File: src/rtl/dbg_trace_serializer.sv
// Debug trace serializer: captures a {PC, data-memory-out} word pair on a
// valid/ready handshake and shifts both words out MSB-first on two pins,
// preceded by a one-bit-period start marker and followed by GAP idle periods.
//
// Handshake: a capture is accepted on any rising edge where cap_valid and
// cap_ready are both high; cap_ready is high exactly while the FSM is IDLE.
// A request seen while busy is never queued, it only bumps drop_cnt.
module dbg_trace_serializer #(
   parameter int WIDTH = 32,
   parameter int DIV   = 4,
   parameter int GAP   = 1
) (
   input  logic             clk,
   input  logic             reset,
   input  logic             cap_valid,
   output logic             cap_ready,
   input  logic [WIDTH-1:0] pc_in,
   input  logic [WIDTH-1:0] dm_in,
   output logic             ser_pc,
   output logic             ser_dm,
   output logic             ser_frame,
   output logic             ser_strobe,
   output logic [7:0]       drop_cnt,
   output logic [1:0]       dbg_state
);

   localparam int DW = (DIV > 1) ? $clog2(DIV) : 1;
   localparam int BW = ($clog2(WIDTH + 1) > 0) ? $clog2(WIDTH + 1) : 1;
   localparam int GW = (GAP > 1) ? $clog2(GAP) : 1;

   localparam logic [DW-1:0] DIV_LAST = DW'(DIV - 1);
   localparam logic [DW-1:0] DIV_ONE  = DW'(1);
   localparam logic [BW-1:0] BIT_LAST = BW'(WIDTH - 1);
   localparam logic [BW-1:0] BIT_ONE  = BW'(1);
   // Only reachable when GAP > 0; with GAP == 0 the GAP state is never entered.
   localparam logic [GW-1:0] GAP_LAST = GW'(GAP - 1);
   localparam logic [GW-1:0] GAP_ONE  = GW'(1);

   typedef enum logic [1:0] {
      S_IDLE  = 2'd0,
      S_START = 2'd1,
      S_SHIFT = 2'd2,
      S_GAP   = 2'd3
   } state_t;

   state_t           state_q, state_nx;
   logic [DW-1:0]    div_q, div_nx;
   logic [BW-1:0]    bit_q, bit_nx;
   logic [GW-1:0]    gap_q, gap_nx;
   logic [WIDTH-1:0] pc_sr, pc_nx;
   logic [WIDTH-1:0] dm_sr, dm_nx;

   assign cap_ready = (state_q == S_IDLE);
   assign dbg_state = state_q;

   // FSM state, bit-period counters and shift registers.
   always_ff @(posedge clk or posedge reset) begin
      if (reset) begin
         state_q <= S_IDLE;
         div_q   <= '0;
         bit_q   <= '0;
         gap_q   <= '0;
         pc_sr   <= '0;
         dm_sr   <= '0;
      end else begin
         state_q <= state_nx;
         div_q   <= div_nx;
         bit_q   <= bit_nx;
         gap_q   <= gap_nx;
         pc_sr   <= pc_nx;
         dm_sr   <= dm_nx;
      end
   end

   // Next-state logic: each state is timed in whole bit periods of DIV cycles.
   always_comb begin
      state_nx = state_q;
      div_nx   = div_q;
      bit_nx   = bit_q;
      gap_nx   = gap_q;
      pc_nx    = pc_sr;
      dm_nx    = dm_sr;
      case (state_q)
         S_IDLE: begin
            if (cap_valid) begin
               state_nx = S_START;
               div_nx   = '0;
               bit_nx   = '0;
               gap_nx   = '0;
               pc_nx    = pc_in;
               dm_nx    = dm_in;
            end
         end
         S_START: begin
            if (div_q == DIV_LAST) begin
               state_nx = S_SHIFT;
               div_nx   = '0;
            end else begin
               div_nx = div_q + DIV_ONE;
            end
         end
         S_SHIFT: begin
            if (div_q == DIV_LAST) begin
               div_nx = '0;
               pc_nx  = pc_sr << 1;
               dm_nx  = dm_sr << 1;
               bit_nx = bit_q + BIT_ONE;
               if (bit_q == BIT_LAST) begin
                  state_nx = (GAP == 0) ? S_IDLE : S_GAP;
               end
            end else begin
               div_nx = div_q + DIV_ONE;
            end
         end
         S_GAP: begin
            if (div_q == DIV_LAST) begin
               div_nx = '0;
               if (gap_q == GAP_LAST) begin
                  state_nx = S_IDLE;
               end else begin
                  gap_nx = gap_q + GAP_ONE;
               end
            end else begin
               div_nx = div_q + DIV_ONE;
            end
         end
         default: state_nx = S_IDLE;
      endcase
   end

   // Serial outputs are registered from the next-state view so they line up
   // with the state they describe and never glitch.
   always_ff @(posedge clk or posedge reset) begin
      if (reset) begin
         ser_frame  <= 1'b0;
         ser_pc     <= 1'b0;
         ser_dm     <= 1'b0;
         ser_strobe <= 1'b0;
      end else begin
         ser_frame  <= (state_nx == S_START) || (state_nx == S_SHIFT);
         ser_pc     <= (state_nx == S_START) || ((state_nx == S_SHIFT) && pc_nx[WIDTH-1]);
         ser_dm     <= (state_nx == S_START) || ((state_nx == S_SHIFT) && dm_nx[WIDTH-1]);
         ser_strobe <= (state_nx == S_SHIFT) && (div_nx == DIV_LAST);
      end
   end

   // Saturating count of requests that arrive while a frame is in flight.
   always_ff @(posedge clk or posedge reset) begin
      if (reset) begin
         drop_cnt <= 8'd0;
      end else if (cap_valid && (state_q != S_IDLE) && (drop_cnt != 8'hFF)) begin
         drop_cnt <= drop_cnt + 8'd1;
      end
   end

endmodule

File: config.mk
export PLATFORM = sky130hd
export DESIGN_NAME = dbg_trace_serializer
export DESIGN_NICKNAME = d
export VERILOG_FILES = /design/src/rtl/dbg_trace_serializer.sv
export SDC_FILE = /design/constraint.sdc
export NUM_CORES = 1
export LEC_CHECK = 0
export CAP_MARGIN = 20
export CORE_MARGIN = 1.5
export CORE_UTILIZATION = 46
export CTS_CLUSTER_SIZE = 28
export DETAILED_ROUTE_END_ITERATION = 8
export PLACE_DENSITY_LB_ADDON = 0.15
export SLEW_MARGIN = 20
export SYNTH_ARGS = -nofsm -noshare
export SYNTH_HDL_FRONTEND = slang
export SYNTH_SLANG_ARGS = --single-unit
export TNS_END_PERCENT = 20
File: constraint.sdc
create_clock -name clk -period 2.5 [get_ports clk]
set_clock_uncertainty 0.1 [all_clocks]
set_input_delay 0.375 -clock clk [delete_from_list [all_inputs] [get_ports clk]]
set_output_delay 0.375 -clock clk [all_outputs]
set_load 0.03 [all_outputs]
After elaboration in Yosys (flattened, before gate mapping)
Cells that the tools add are included.
Storage, ports and cells
  word-level logic and storage cells: 67
  register bits: 87
Operators by class
  add/sub/neg operators: 4
  muxes and demuxes: 23
  reduce and logical (&&, ||, !) cells: 15
  equal/unequal tests: 12
Operators with widths (count)
  $mux 32: 4
  $pmux 32 s2: 2
  $mux 2: 8
  $mux 6: 2
  $pmux 6 s2: 1
  $eq 2x2->1 const B: 5
  $add 8x1->8 const B: 1
  $ne 8x8->1 const B: 1
  $pmux 2 s4: 1
  $add 6x1->6 const B: 1
  $eq 6x5->1 const B: 1
  $ne 2x2->1 const B: 3
  $reduce_and 3->1: 2
  $reduce_bool 2->1: 3
  $logic_and 1x1->1: 5
  $eq 2x1->1 const B: 2
  $pmux 2 s2: 1
  $logic_or 1x1->1: 3
  $mux 1: 3
  $reduce_or 3->1: 1
  $add 2x1->2 const B: 1
  $logic_not 2->1: 1
  $pmux 1 s2: 1
  $add 1x1->1 const B: 1

Depth between registers and ports, before layout
Gate-level depths: netlist (run 1).
  depth in word-level cells: 7
  depth in mapped cells: 9
  gate-level depth less buffers: 7

Worst setup path after synthesis (run 1)
Ideal clock, no wire load.
  path type: register -> register
  from: register state_q[1] (netlist: dbg_state[1])
  to: register ser_dm
  setup time: 149 ps
  setup slack: 337 ps
  arrival time: 1914 ps
  buffers on the path: 2
  stages on the path, launching flop included: 9
  path through: dfrtp_1 buf_2 and3b_1 buf_6 nand4_4 o311a_1 ha_1 nand4b_1 o311ai_0
On the way
  cells in the longest elaborated chain, start to end: 6
  elaborated cells on any way between the ends: 16
Ends and longest elaborated chain
  start, declared: RTL line 46  | state_t state_q, state_nx;
  start signal, assigned: RTL line 66  | state_q <= state_nx;
  $mux 2, on equally long branches: RTL line 118, 108
  $mux 2, on equally long branches: RTL line 116, 103
  $pmux 2 s4: RTL line 83  | case (state_q)
  $eq 2x2->1: RTL line 142  | ser_dm <= (state_nx == S_START) || ((state_nx == S_SHIFT) && dm_nx[WIDTH-1]);
  $logic_and 1x1->1: RTL line 142
  $logic_or 1x1->1 (*): RTL line 142
  end signal, assigned: RTL line 142
  end, declared: RTL line 20  | output logic ser_dm,
Mark *: on every way between the ends. The rest lies on a longest branch, timed or not.
A chain may end at the register's enable or synchronous reset.

Worst setup path in the final report (run 1)
  from: register state_q[0] (netlist: dbg_state[0])
  to: output dbg_state[0]
RTL lines
  end, declared: RTL line 24  | output logic [1:0] dbg_state
No word-level cell between the ends.

==> flow_summary_export.csv, run 1 <==
group,metric,value,unit
status,outcome,"finished, final reports clean",
sta,slew_headroom,0.626,
detailed_routing,drc_errors,0,
clock_tree,post_cts_resized,0,
die,die-area,9150,µm²
synthesis,synth_nets,391,
place,dp_slack,0.258,ns
synthesis,async_reset_ff_frac,1.00,
synthesis,avgSynthCellArea,12.4,µm²
synthesis,ys_types,44,
layout,layout-drive-gt1-share,0.0973,
detailed_routing,dr.pass1.iters,4,
clock_tree,clk_path_buf_depth,2,
die,start_util,0.478,
synthesis,ys_ff_latch,86,
die,core-area,8260,µm²
global_routing,grt_first_pass_wirelength,13.2,mm
clock_tree,clk_latency,0.35,ns
die,ioPinCount,82,
setup_path,crit_start,"dbg_state[0]",
setup_path,r2r-start,"dbg_state[0]",
clock_tree,cts_root_buf,"clkbuf_8",
setup_path,cp.required,2.03,ns
layout,layout_commonest_cell,"dfrtp_1",
clock_tree,cts.reportedPaths.clkPinSlew,0.09,ns
sta,setup_slack,0.173,ns
detailed_routing,drt_iter0_drc,107,
sta,setup_tns,0,ns
layout,layout_common_cells,"86 x dfrtp_1, 81 x clkdlybuf4s50_1, 62 x a22o_1",
detailed_routing,avgRoutedWirePerCell,16.2,µm
setup_path,critical_path_arrival,1.85,ns
synthesis,ys.flop_type,"dfrtp_1",
setup_path,startpoint_type,"flip-flop",
min_path,hold_path_class,"input pin to async pin",
clock_tree,htreeDepth,3,
clock_tree,cts_buffers,9,
synthesis,syn_area,3950,µm²
synthesis,synth_warnings,0,
setup_path,crit_fanout,14,
global_routing,track_usage,0.190,
clock_tree,clock_sinks,86,
layout,fin_nets,468,
global_routing,grt_max_degree,40,
detailed_routing,ant_nets,0,
layout,n_antenna_cell,0,
sta,worst_pin_slew,0.559,ns
synthesis,synthCells,319,
sta,rsz0062_at_grt,"no",
clock_tree,cts_tree,"done",
pwr,peakVddDrop,0.436,mV
setup_path,end_kind,"output pin",
setup_path,path_class,"flip-flop to output pin",
detailed_routing,vias_per_cell,5.66,
sta,finalCriticalPeriod,2.33,ns
clock_tree,post_cts_buffers,0,
sta,max_freq,430,MHz
pwr,finalPower,5.68,mW
pwr,power_density,1120,nW/µm²
global_routing,grt_antenna_before_repair,0,
die,rows,33,
synthesis,synth-edff-count,0,
job,cap_violations,0,
clock_tree,postCtsHoldBufs,0,
sta,fin_crit_sh,0.931,
sta,finalSetupViolCount,0,
sta,hold_viol_final,0,
sta,hold_ws,0.313,ns
sta,slew_violations,0,
place,io_buffers,81,
pwr,leakage,2.56,nW
global_routing,grt_pass1_vias,2796,
place,place_inst,490,
layout,syn_to_final_growth,28.7,%
layout,layoutNonFillerInstCount,506,
detailed_routing,vias,2863,
place,dp.final_hpwl,5.50,mm
die,die_w,95.7,µm
global_routing,globalRoute.totalOverflow,0,
place,place_congestion,0.807,
detailed_routing,drt_wl_total,8.18,mm
die,die_h,95.7,µm
synthesis,ys_seq_area_frac,0.545,
worst max-delay path, stage by stage, from the launching register on:
cell and delay, ns:
dfrtp_1 0.59, buf_4 0.24, clkdlybuf4s50_1 0.68
power breakdown:
part           total, mW  internal (mW)  leakage [nW]  switching (mW)
combinational       2.27           1.17          1.38            1.10
sequential          2.42           2.01          1.08           0.414
clock              0.993          0.516        0.0996           0.477
flip-flops by register name (all words and copies together), names as in the netlist:
signal	count
pc_sr	32
dbg_state	2
drop_cnt	8
ser_frame	1
div_q	2
ser_dm	1
ser_strobe	1
dm_sr	32
bit_q	6
ser_pc	1
final timing paths:
kind,to,slack (ns),cells after the start
worst max-delay path,dbg_state[0],0.17,2
worst min-delay path,drop_cnt[5],0.31,2
worst max register to register,ser_dm,0.42,6
worst min register to register,pc_sr[18],0.38,1
max in group asynchronous,pc_sr[21],1.41,3
min in group clk,pc_sr[18],0.38,1
per-layer routing:
layer / global-route usage / wire length, µm / vias to the layer above
li1: - / - / 1370
met1: 0.251 / 3850 / 1419
met2: 0.299 / 3820 / 67
met3: 0.0654 / 428 / 7
met4: 0.0490 / 88 / 0
met5: 0 / 0 / -
per-stage QoR:
stage,utilization,cell area [µm²]
floorplan,-,3960
global placement,0.592,4880
detailed placement,0.592,4880
CTS,0.616,5090
global route,0.616,5090
finish,0.616,5090
Yosys cell counts, types with 2 or more instances:
master / n / area [µm²]
dfrtp_1: 86 / 2150
buf_6: 3 / 33.8
buf_2: 17 / 85.1
nand2b_1: 2 / 12.5
a32oi_1: 2 / 17.5
buf_4: 7 / 52.6
nand4b_1: 3 / 26.3
o2bb2ai_1: 2 / 17.5
o211ai_1: 3 / 22.5
a21o_1: 60 / 450
a22o_1: 62 / 543
nand2_1: 7 / 26.3
o31ai_1: 3 / 22.5
xnor2_1: 4 / 35.0
mux2_2: 5 / 56.3
inv_1: 9 / 33.8
nor2_1: 5 / 18.8
o311ai_0: 2 / 17.5
nor2b_1: 2 / 12.5
nand4_1: 2 / 12.5
ha_1: 5 / 62.6
o21ai_0: 5 / 25.0
and3b_1: 2 / 17.5
cell families (layout without fill, tap and decap cells):
group | Yosys count | count (layout) | share of synthesized area
mux | 6 | 6 | 0.0168
xor+xnor | 5 | 5 | 0.0111
simple gates | 33 | 33 | 0.0592
buf+inv | 37 | 119 | 0.0529
compound gates | 147 | 147 | 0.300
fa+ha+maj | 5 | 5 | 0.0158
flops | 86 | 86 | 0.545
final cells by class:
class	count	area, µm²
Inverter	9	37.5
Sequential cell	86	2150
Clock buffer	13	159
Tap cell	105	131
Clock inverter	3	42.5
Timing Repair Buffer	94	958
Fill cell	700	3170
Multi-Input combinational cell	196	1610
(Power assumes the default switching activity.)
==> run 2, diff against run 1 <==
- SETUP_SLACK_MARGIN: default -> 0.1
==> flow_summary_export.csv, run 2 (synthesis gave the netlist of run 1 again) <==
group,metric,value,unit
status,outcome,"finished, final reports clean",
setup_path,path_class,"flip-flop to output pin",
clock_tree,cts_buffers,9,
setup_path,r2r-start,"dbg_state[0]",
detailed_routing,drt_wl_total,8.18,mm
setup_path,crit-reg2reg-capture,"ser_dm",
global_routing,grt_antenna_before_repair,0,
die,die-area,9150,µm²
sta,finalCriticalPeriod,2.26,ns
layout,seqCellArea,2150,µm²
layout,n_antenna_cell,0,
global_routing,grt_first_pass_wirelength,13.2,mm
clock_tree,clock_sinks,86,
pwr,leakage,2.56,nW
detailed_routing,ant_nets,0,
sta,max_freq,442,MHz
clock_tree,postCtsHoldBufs,0,
detailed_routing,dr.pass1.iters,4,
setup_path,cp.required,2.03,ns
setup_path,cp.depth,2,
layout,layout_common_cells,"85 x dfrtp_1, 81 x clkdlybuf4s50_1, 62 x a22o_1",
die,core-area,8260,µm²
setup_path,reg2reg_setup_slack,0.49,ns
detailed_routing,drt_iter0_drc,107,
setup_path,critPathSlowestCell,"clkdlybuf4s50_1",
clock_tree,cts_root_buf,"clkbuf_8",
sta,setup_tns,0,ns
layout,fin_nets,468,
setup_path,crit_fanout,10,
die,die_h,95.7,µm
sta,hold_ws,0.313,ns
sta,hold_viol_final,0,
sta,finalSetupViolCount,0,
global_routing,globalRoute.totalOverflow,0,
layout,multi_input_area,1610,µm²
layout,layout-drive-gt1-share,0.0998,
layout,fillCellCount,702,
clock_tree,post_cts_buffers,0,
global_routing,grt_pass1_vias,2796,
setup_path,end_kind,"output pin",
pwr,power_density,1120,nW/µm²
setup_path,max_stage_delay,0.69,ns
clock_tree,post_cts_resized,0,
clock_tree,cts_tree,"done",
clock_tree,cts.reportedPaths.clkPinSlew,0.09,ns
die,start_util,0.478,
place,place_congestion,0.807,
setup_path,r2r_cells,6,
die,ioPinCount,82,
layout,layout_commonest_cell,"dfrtp_1",
layout,syn_to_final_growth,28.8,%
sta,rsz0062_at_grt,"no",
pwr,peakVddDrop,0.436,mV
sta,slew_headroom,0.626,
detailed_routing,vias,2863,
die,rows,33,
setup_path,critical_path_arrival,1.79,ns
detailed_routing,drc_errors,0,
sta,worst_pin_slew,0.560,ns
sta,fin_crit_sh,0.906,
setup_path,worstPathCellList,"buf_4, clkdlybuf4s50_1",
setup_path,startpoint_type,"flip-flop",
layout,reg_top3,"dm_sr: 32 flops, pc_sr: 32 flops, drop_cnt: 8 flops",
clock_tree,clk_path_buf_depth,2,
setup_path,path_delay_family,"buffers and inverters",
detailed_routing,vias_per_cell,5.66,
min_path,hold_path_class,"input pin to async pin",
global_routing,grt_max_degree,40,
clock_tree,htreeDepth,3,
place,dp.final_hpwl,5.50,mm
sta,slew_violations,0,
clock_tree,clk_latency,0.35,ns
setup_path,critPathBufInv,2,
die,die_w,95.7,µm
place,io_buffers,81,
detailed_routing,avgRoutedWirePerCell,16.2,µm
job,cap_violations,0,
global_routing,track_usage,0.190,
[run 2: cell type report]
type                            instances  area share
Sequential cell                        86       0.423
Multi-Input combinational cell        196       0.316
Timing Repair Buffer                   94       0.188
Clock buffer                           13      0.0312
Tap cell                              105      0.0258
Clock inverter                          3     0.00836
Inverter                                9     0.00738
[run 2: worst max path at each step]
stage,slack (ns),to,startpoint
2_1_floorplan,0.34,ser_dm,dbg_state[1]
3_3_place_gp,0.28,ser_pc,cap_valid
3_5_place_dp,0.26,ser_pc,cap_valid
4_1_cts,0.17,dbg_state[0],dbg_state[0]
5_1_grt,0.12,dbg_state[1],dbg_state[1]
6_report,0.24,dbg_state[1],dbg_state[1]
[run 2: per-layer routing]
layer | up-vias | part of all wire | GRT usage | wire (µm)
met5 | - | 0 | 0 | 0
met4 | 0 | 0.011 | 0.0490 | 88
li1 | 1370 | - | - | -
met2 | 67 | 0.47 | 0.299 | 3820
met3 | 7 | 0.052 | 0.0654 | 428
met1 | 1419 | 0.47 | 0.251 | 3850
[run 2: through the flow]
step | setup WS [ns] | cells | total power, mW | utilization | area, µm²
after floorplan | 0.337 | 319 | 4.02 | - | 3960
after global placement | 0.285 | 490 | 4.65 | 0.592 | 4880
after detailed placement | 0.258 | 490 | 4.74 | 0.592 | 4880
after CTS | 0.169 | 506 | 5.75 | 0.616 | 5090
after global routing | 0.125 | 506 | 6.10 | 0.616 | 5090
final | 0.235 | 506 | 5.69 | 0.616 | 5090
[run 2: where the power goes]
group | total (mW) | internal, mW | switching, mW
sequential | 2.42 | 2.01 | 0.414
combinational | 2.27 | 1.17 | 1.10
clock | 0.993 | 0.516 | 0.477
total | 5.69 | 3.70 | 1.99
==> run 3, diff against run 2 <==
- CORE_MARGIN: 1.5 -> 8
==> flow_summary_export.csv, run 3 (synthesis gave the netlist of run 1 again) <==
group,metric,value,unit
status,outcome,"finished, final reports clean",
detailed_routing,drt_wl_total,8.59,mm
setup_path,path_class,"flip-flop to output pin",
die,die-area,11800,µm²
clock_tree,cts_tree,"done",
pwr,internal-power,3.74,mW
pwr,leakage,2.57,nW
detailed_routing,avgRoutedWirePerCell,16.9,µm
sta,setup_tns,0,ns
detailed_routing,dr.pass1.iters,5,
layout,n_antenna_cell,0,
layout,fin_nets,467,
detailed_routing,vias_per_cell,5.70,
sta,hold_viol_final,0,
global_routing,grt_pass1_vias,2939,
setup_path,startpoint_type,"flip-flop",
job,cap_violations,0,
layout,fin_area,5110,µm²
layout,multi_input_area,1610,µm²
sta,hold_ws,0.283,ns
global_routing,grt_antenna_before_repair,0,
place,io_buffers,81,
pwr,p_sw,2.03,mW
clock_tree,clk_path_buf_depth,2,
pwr,comb_power_share,0.388,
die,ioPinCount,82,
layout,layout_common_cells,"85 x dfrtp_1, 81 x clkdlybuf4s50_1, 62 x a22o_1",
clock_tree,clock_sinks,86,
global_routing,globalRoute.totalOverflow,0,
sta,max_freq,441,MHz
place,dp.final_hpwl,5.80,mm
detailed_routing,drc_errors,0,
place,dpl_cell_area,4880,µm²
die,rows,34,
sta,finalCriticalPeriod,2.27,ns
clock_tree,postCtsHoldBufs,0,
layout,fillCellCount,709,
setup_path,cp.required,2.03,ns
sta,fin_crit_sh,0.907,
die,die_w,109,µm
layout,syn_to_final_growth,29.3,%
die,die_h,109,µm
min_path,hold_path_class,"input pin to async pin",
setup_path,crit_fanout,13,
layout,reg_top3,"dm_sr: 32 flops, pc_sr: 32 flops, drop_cnt: 8 flops",
layout,layout_commonest_cell,"dfrtp_1",
detailed_routing,drt_iter0_drc,120,
sta,slew_violations,0,
sta,slew_headroom,0.686,
global_routing,grt_first_pass_wirelength,14.6,mm
die,core-area,8510,µm²
clock_tree,htreeDepth,3,
pwr,clock_power_share,0.190,
pwr,p_sw_frac,0.351,
setup_path,critical_path_arrival,1.79,ns
clock_tree,cts.reportedPaths.clkPinSlew,0.09,ns
layout,layout-drive-gt1-share,0.103,
detailed_routing,ant_nets,0,
global_routing,track_usage,0.154,
pwr,power_density,1130,nW/µm²
clock_tree,cts_root_buf,"clkbuf_8",
global_routing,grt_max_degree,65,
setup_path,end_kind,"output pin",
detailed_routing,vias,2897,
pwr,peakVddDrop,0.473,mV
pwr,seqPwrFrac,0.422,
clock_tree,clk_latency,0.35,ns
sta,rsz0062_at_grt,"no",
die,start_util,0.464,
layout,seqCellArea,2150,µm²
pwr,finalPower,5.77,mW
place,place_congestion,0.803,
setup_path,r2r_cells,6,
sta,finalSetupViolCount,0,
clock_tree,cts_buffers,9,
sta,worst_pin_slew,0.470,ns
run 3: changes by cell type in the layout (fill, tap and decap cells not counted):
cell	previous run	this run
clkinv_2	1	0
buf_4	9	8
clkbuf_8	11	9
clkbuf_1	2	0
inv_6	0	4
bufinv_16	1	2
run 3: routing by layer:
metal	wire length [µm]	global-route usage	vias up	share of wire
met3	518	0.0420	8	0.060
met5	0	0	-	0
li1	-	-	1359	-
met2	3890	0.224	66	0.45
met4	106	0.0606	0	0.012
met1	4070	0.213	1464	0.47
run 3: power by group through the flow:
stage               combinational, mW  clock [mW]  sequential (mW)
floorplan                        1.52           0             2.50
global placement                 2.20           0             2.44
detailed placement               2.27           0             2.45
CTS                              2.28        1.13             2.43
global route                     2.46        1.19             2.52
finish                           2.24        1.10             2.43
run 3: area by class of cell:
class	instances	share of cell area
clock buffers	9	0.0242
clock inverters	7	0.0201
inverters	9	0.00735
multi-input cells	196	0.314
flip-flops and latches	86	0.422
well taps	108	0.0265
repair buffers	93	0.186
run 3: final timing paths:
kind | from | endpoint | slack, ns
setup / recovery | dbg_state[1] | cap_ready | 0.23
hold / removal | reset | drop_cnt[4] | 0.28
setup reg to reg | dbg_state[1] | ser_dm | 0.38
hold reg to reg | pc_sr[23] | pc_sr[23] | 0.38
max in group asynchronous | reset | dm_sr[0] | 1.49
min in group clk | pc_sr[23] | pc_sr[23] | 0.38
run 3: repair_timing:
| item | in CTS | in global routing |
|---|---|---|
| setup buffers | 0 | 0 |
| setup endpoints to repair | 0 | 1 |
| gates resized for setup | 0 | 1 |
run 3: stage by stage:
step                utilization  instances  setup WS [ns]
global placement          0.574        492          0.291
detailed placement        0.574        492          0.248
global route              0.600        508          0.144
CTS                       0.600        508          0.104
floorplan                     -        319          0.337
finish                    0.600        508          0.233
run 3: worst max-delay path, stage by stage (launching register included):
cell             delay (ns)
dfrtp_1                0.55
nor2_1                 0.20
clkdlybuf4s50_1        0.70
==> patch 1: new RTL, settings of run 2 <==
Register the output `drop_cnt` once more, with the module's reset; this adds one clock of latency there. The other outputs are not delayed to match.
--- a/src/rtl/dbg_trace_serializer.sv
+++ b/src/rtl/dbg_trace_serializer.sv
@@ -43,4 +43,6 @@
       S_GAP   = 2'd3
    } state_t;
+
+   logic [7:0] drop_cnt_s0;
 
    state_t           state_q, state_nx;
@@ -148,7 +150,15 @@
    always_ff @(posedge clk or posedge reset) begin
       if (reset) begin
-         drop_cnt <= 8'd0;
-      end else if (cap_valid && (state_q != S_IDLE) && (drop_cnt != 8'hFF)) begin
-         drop_cnt <= drop_cnt + 8'd1;
+         drop_cnt_s0 <= 8'd0;
+      end else if (cap_valid && (state_q != S_IDLE) && (drop_cnt_s0 != 8'hFF)) begin
+         drop_cnt_s0 <= drop_cnt_s0 + 8'd1;
+      end
+   end
+
+   always_ff @(posedge clk or posedge reset) begin
+      if (reset) begin
+         drop_cnt <= '0;
+      end else begin
+         drop_cnt <= drop_cnt_s0;
       end
    end
Function: changed (a bounded check fails within 4 cycles, from zero or initial values and one cycle with reset high).
==> patch 1 against run 2 <==
Worst setup slack got worse by 0.020 ns. Die area increased by 3.8%. Sequential cell count increased by 8. Non-clock buffer count decreased by 3. Power decreased by 2.7%. Critical path depth decreased by 1. Wire length increased by 9.8%. Final area increased by 1.8%. Final cell count increased by 14%. Synthesized area increased by 4.0%.
==> patch 1: results (changes against run 2) <==
[status]
status = complete, no violations

[clock_tree]
cts_setup_buffers = 0  ; unchanged
insertion_delay_ns = 0.35  ; about the same
root_buffer = clkbuf_8
clkTransAtPathRegs_ns = 0.09  ; about the same

[grt]
grt_max_degree = 95  ; +140%
grt_pass1_wl_um = 14900  ; +13%
antenna_found_initial = 0  ; unchanged
grtUsageTotal_pct = 19.1  ; +0.10 points
first_global_vias = 3080  ; +10%

[pwr]
leakage_nw = 2.36  ; -7.9%
ir_drop_uv = 431  ; -1.1%
p_switching_w = 0.00211  ; +6.2%

[critical_path]
reg2reg_depth = 6  ; unchanged
crit_start = dbg_state[1]$_DFF_PP0_
worstPathMaxFanout = 17  ; +7
reg2reg_from = div_q[0]$_DFF_PP0_
reg2reg_to = dm_sr[9]$_DFFE_PP0P_
slowest_delay_ns = 0.78  ; +0.09 ns
worstSetupEndpoint = dbg_state[1]
critPathArrivalTime_ns = 1.81  ; +0.02 ns
cp-end-kind = output pin
r2r_setup_slack_ns = 0.35  ; -0.14 ns

[yosys]
syn-num-nets = 470  ; +20%
synth_xor_area_share_pct = 1.07  ; -0.042 points
synthArstFlopShare_pct = 100  ; unchanged
ys_types = 39  ; -11%
yosysWarnings = 0  ; unchanged
yosys.area_share.adder_pct = 1.52  ; -0.060 points
synth_area_leaders = dfrtp_1 57%, a22oi_1 11%, nand3_1 8.0%, nand2_1 5.9%, buf_2 1.7%
synth-seq-area-share_pct = 57.3  ; +2.8 points
synth-compound-area-share_pct = 16.8  ; -13 points
ys_top_cells_by_count = 94 x dfrtp_1, 66 x nand3_1, 65 x nand2_1, 60 x a22oi_1, 14 x buf_2
synth.area.mux_share_pct = 0.822  ; -0.86 points
syn_area_per_cell_um2 = 10.3  ; -17%

[route]
drt-total-wl_um = 8980  ; +9.8%
via_per_inst = 5.72  ; +1.0%
first_iter_violations = 252  ; +140%

[finish]
final_cells = 579  ; +14%
drive_above_1_share_pct = 6.58  ; -3.4 points
nets = 539  ; +15%
largestRegisters = dm_sr x32, pc_sr x32

[timing]
final_critical_path_setup_slack_ns = 0.215  ; -0.0196 ns
worst_pin_slew_ns = 0.528  ; -0.0314 ns

[placement]
placed_area_um2 = 5010  ; +2.6%
portBuffers = 81  ; unchanged
gp_congestion = 0.802  ; -0.63%
dpl_worst_slack_ns = 0.290  ; +0.0321 ns
dp.cells = 564  ; +15%
dpl.hpwl_um = 5780  ; +5.1%

[min_path]
hold_class = register to register

-- patch 1: cell count changes in the layout (fill, tap and decap cells not counted), sizes merged, moves of 3 or more --
cell / delta
a21o: -59
a21oi: +4
a22o: -60
a22oi: +60
and3: +3
buf: -3
clkbuf: -3
dfrtp: +8
nand2: +58
nand3: +65
nand4b: -4
-- patch 1: cell type report --
| cell class | count | area, um2 |
|---|---|---|
| clock buffer | 10 | 128 |
| multi-input combinational | 262 | 1580 |
| sequential | 94 | 2350 |
| clock inverter | 5 | 36.3 |
| inverter | 9 | 37.5 |
| tap | 108 | 135 |
| fill | 760 | 3500 |
| timing repair buffer | 91 | 913 |
-- patch 1: kinds of logic (layout without fill, tap and decap cells) --
logic type,after synthesis,count (layout)
buffers and inverters,42,115
adders and majority gates,5,5
muxes,3,3
DFF,94,94
xor gates and xnor gates,5,5
and+or+nand+nor,156,156
AOI/OAI and AO/OA,93,93
-- patch 1: metal layers --
metal	track usage [%]	up-vias	wire, um
li1	-	1582	-
met1	26.9	1633	4220
met2	29.8	86	4260
met3	3.67	9	409
met4	6.70	0	93
met5	0	-	0
-- patch 1: what timing repair did --
item,in CTS,in global routing
resized for setup,0,1
endpoints found under the setup margin,0,1
endpoints found under the hold margin,0,0
-- patch 1: power by group through the flow --
| stage | combinational, W | clock, W | sequential [W] |
|---|---|---|---|
| 6_report | 0.00205 | 0.000879 | 0.00261 |
| 3_5_place_dp | 0.00207 | 0 | 0.00263 |
| 5_1_grt | 0.00229 | 0.000971 | 0.00269 |
| 4_1_cts | 0.00207 | 0.000913 | 0.00260 |
| 3_3_place_gp | 0.00202 | 0 | 0.00261 |
| 2_1_floorplan | 0.00135 | 0 | 0.00267 |
-- patch 1: worst min path at each step --
stage	startpoint	to	slack (ns)	depth (start not counted)
finish	drop_cnt_s0[7]$_DFFE_PP0P_	drop_cnt[7]$_DFF_PP0_	0.36	0
detailed placement	drop_cnt_s0[7]$_DFFE_PP0P_	drop_cnt[7]$_DFF_PP0_	0.35	0
CTS	drop_cnt_s0[7]$_DFFE_PP0P_	drop_cnt[7]$_DFF_PP0_	0.37	0
floorplan	drop_cnt_s0[4]$_DFFE_PP0P_	drop_cnt[4]$_DFF_PP0_	0.31	0
global placement	drop_cnt_s0[4]$_DFFE_PP0P_	drop_cnt[4]$_DFF_PP0_	0.32	0
global route	drop_cnt_s0[7]$_DFFE_PP0P_	drop_cnt[7]$_DFF_PP0_	0.39	0
-- patch 1: worst reg2reg max path: cells and delay by family, from the launching register on --
kind	cells	cell delay, ns
and+or+nand+nor	3	0.49
adders and majority gates	1	0.32
DFF	1	0.40
buffers and inverters	2	0.78
==> patch 2: new RTL, flow settings as in run 2 <==
Without the edit above. `DIV`: 4 -> 16.
--- a/src/rtl/dbg_trace_serializer.sv
+++ b/src/rtl/dbg_trace_serializer.sv
@@ -8,5 +8,5 @@
 module dbg_trace_serializer #(
    parameter int WIDTH = 32,
-   parameter int DIV   = 4,
+   parameter int DIV   = 16,
    parameter int GAP   = 1
 ) (
Check against the original RTL: not equivalent (a bounded check fails within 10 cycles, from zero or initial values and one cycle with reset high).
==> patch 2 against run 2 <==
Core utilization is 0.13 points higher. Sequential cell count is 2 higher. Power down 9.5%. Worst setup slack lost 0.027 ns. Critical endpoint unchanged. Synthesized area fell by 2.2%. Final area down 0.79%. Global-route usage rose by 1.0 points. Wire length rose by 0.94%.
==> patch 2: results (changes against run 2) <==
[grt]
grt_max_degree = 50  ; +25%
antenna_found_initial = 0  ; unchanged
grtUsageMet3_pct = 4.27  ; -2.3 points
groute.layer.met2.usage_pct = 31.5  ; +1.6 points
grt.met1_usage_pct = 27.1  ; +2.0 points
grt_pass1_wl_um = 13900  ; +5.0%
first_global_vias = 2945  ; +5.3%
grtUsageTotal_pct = 20.0  ; +1.0 points

[placement]
dpl_worst_slack_ns = 0.232  ; -0.0259 ns
gp_congestion = 0.749  ; -7.2%
dpl.hpwl_um = 5620  ; +2.1%
placed_area_um2 = 4840  ; -0.95%
dp.cells = 558  ; +14%

[route]
routed.top_layer = met4
wl_per_cell_um = 14.4  ; -11%
vias = 3019  ; +5.4%
first_iter_violations = 155  ; +45%
wl_met1_um = 3810  ; -0.86%
dr_wl_met3_um = 354  ; -17%
wl_met2_um = 3980  ; +4.3%
drt_first_pass_iters = 4  ; unchanged
drt-total-wl_um = 8260  ; +0.94%

[yosys]
synth_xor_area_share_pct = 2.27  ; +1.2 points
synth_area_leaders = dfrtp_1 57%, nand2_1 13%, a22oi_1 12%, buf_2 2.8%, xnor2_1 1.8%
synth-seq-area-share_pct = 57.0  ; +2.5 points
yosys.area_share.adder_pct = 1.62  ; +0.036 points
synth_cells = 385  ; +21%
synth.area.mux_share_pct = 1.13  ; -0.54 points
ys_top_cells_by_count = 131 x nand2_1, 88 x dfrtp_1, 60 x a22oi_1, 22 x buf_2, 8 x xnor2_1
syn-num-nets = 457  ; +17%
ys_types = 35  ; -20%
synth-compound-area-share_pct = 16.5  ; -13 points

[pwr]
p_int_w = 0.00335  ; -9.5%
leakage_nw = 2.36  ; -7.8%
ir_drop_uv = 424  ; -2.8%

[finish]
nets = 536  ; +15%
insertedDiodeCount = 0  ; unchanged
drive_above_1_share_pct = 7.26  ; -2.7 points

[critical_path]
reg2reg_from = div_q[0]$_DFF_PP0_
slowest_delay_ns = 0.78  ; +0.09 ns
critPathArrivalTime_ns = 1.82  ; +0.03 ns
reg2reg_depth = 5  ; -1
worstSetupEndpoint = dbg_state[1]
worstPathMaxFanout = 16  ; +6
r2r_setup_slack_ns = 0.46  ; -0.03 ns

[timing]
whs_ns = 0.256  ; -0.0572 ns
relSlewSlack_pct = 63.0  ; +0.37 points
min_period_ns = 2.29  ; +0.0273 ns

[status]
status = complete, no violations

## patch 2: cell count changes in the layout (fill, tap and decap cells not counted), moves of 3 or more
cell      delta
a22oi_1     +60
inv_1        -4
nand3_1      +5
dfrtp_1      +3
nand4b_1     -3
a21o_1      -58
and3_1       +3
a22o_1      -58
nand3b_1     +3
xnor2_1      +4
nand2_1    +124
## patch 2: cell type report
type / instances / area (um2)
Inverter: 5 / 22.5
Clock inverter: 2 / 37.5
Tap cell: 105 / 131
Fill cell: 719 / 3130
Multi-Input combinational cell: 268 / 1540
Timing Repair Buffer: 92 / 946
Sequential cell: 88 / 2200
Clock buffer: 13 / 169
## patch 2: repair_timing
item / CTS / global route
hold buffers: 0 / 0
endpoints found under the setup margin: 0 / 1
resized for setup: 0 / 1
## patch 2: power groups by stage
stage	combinational [W]	clock, W	sequential, W
CTS	0.00163	0.00104	0.00253
global route	0.00184	0.00110	0.00262
floorplan	0.000955	0	0.00258
finish	0.00161	0.00101	0.00253
global placement	0.00157	0	0.00253
detailed placement	0.00163	0	0.00255
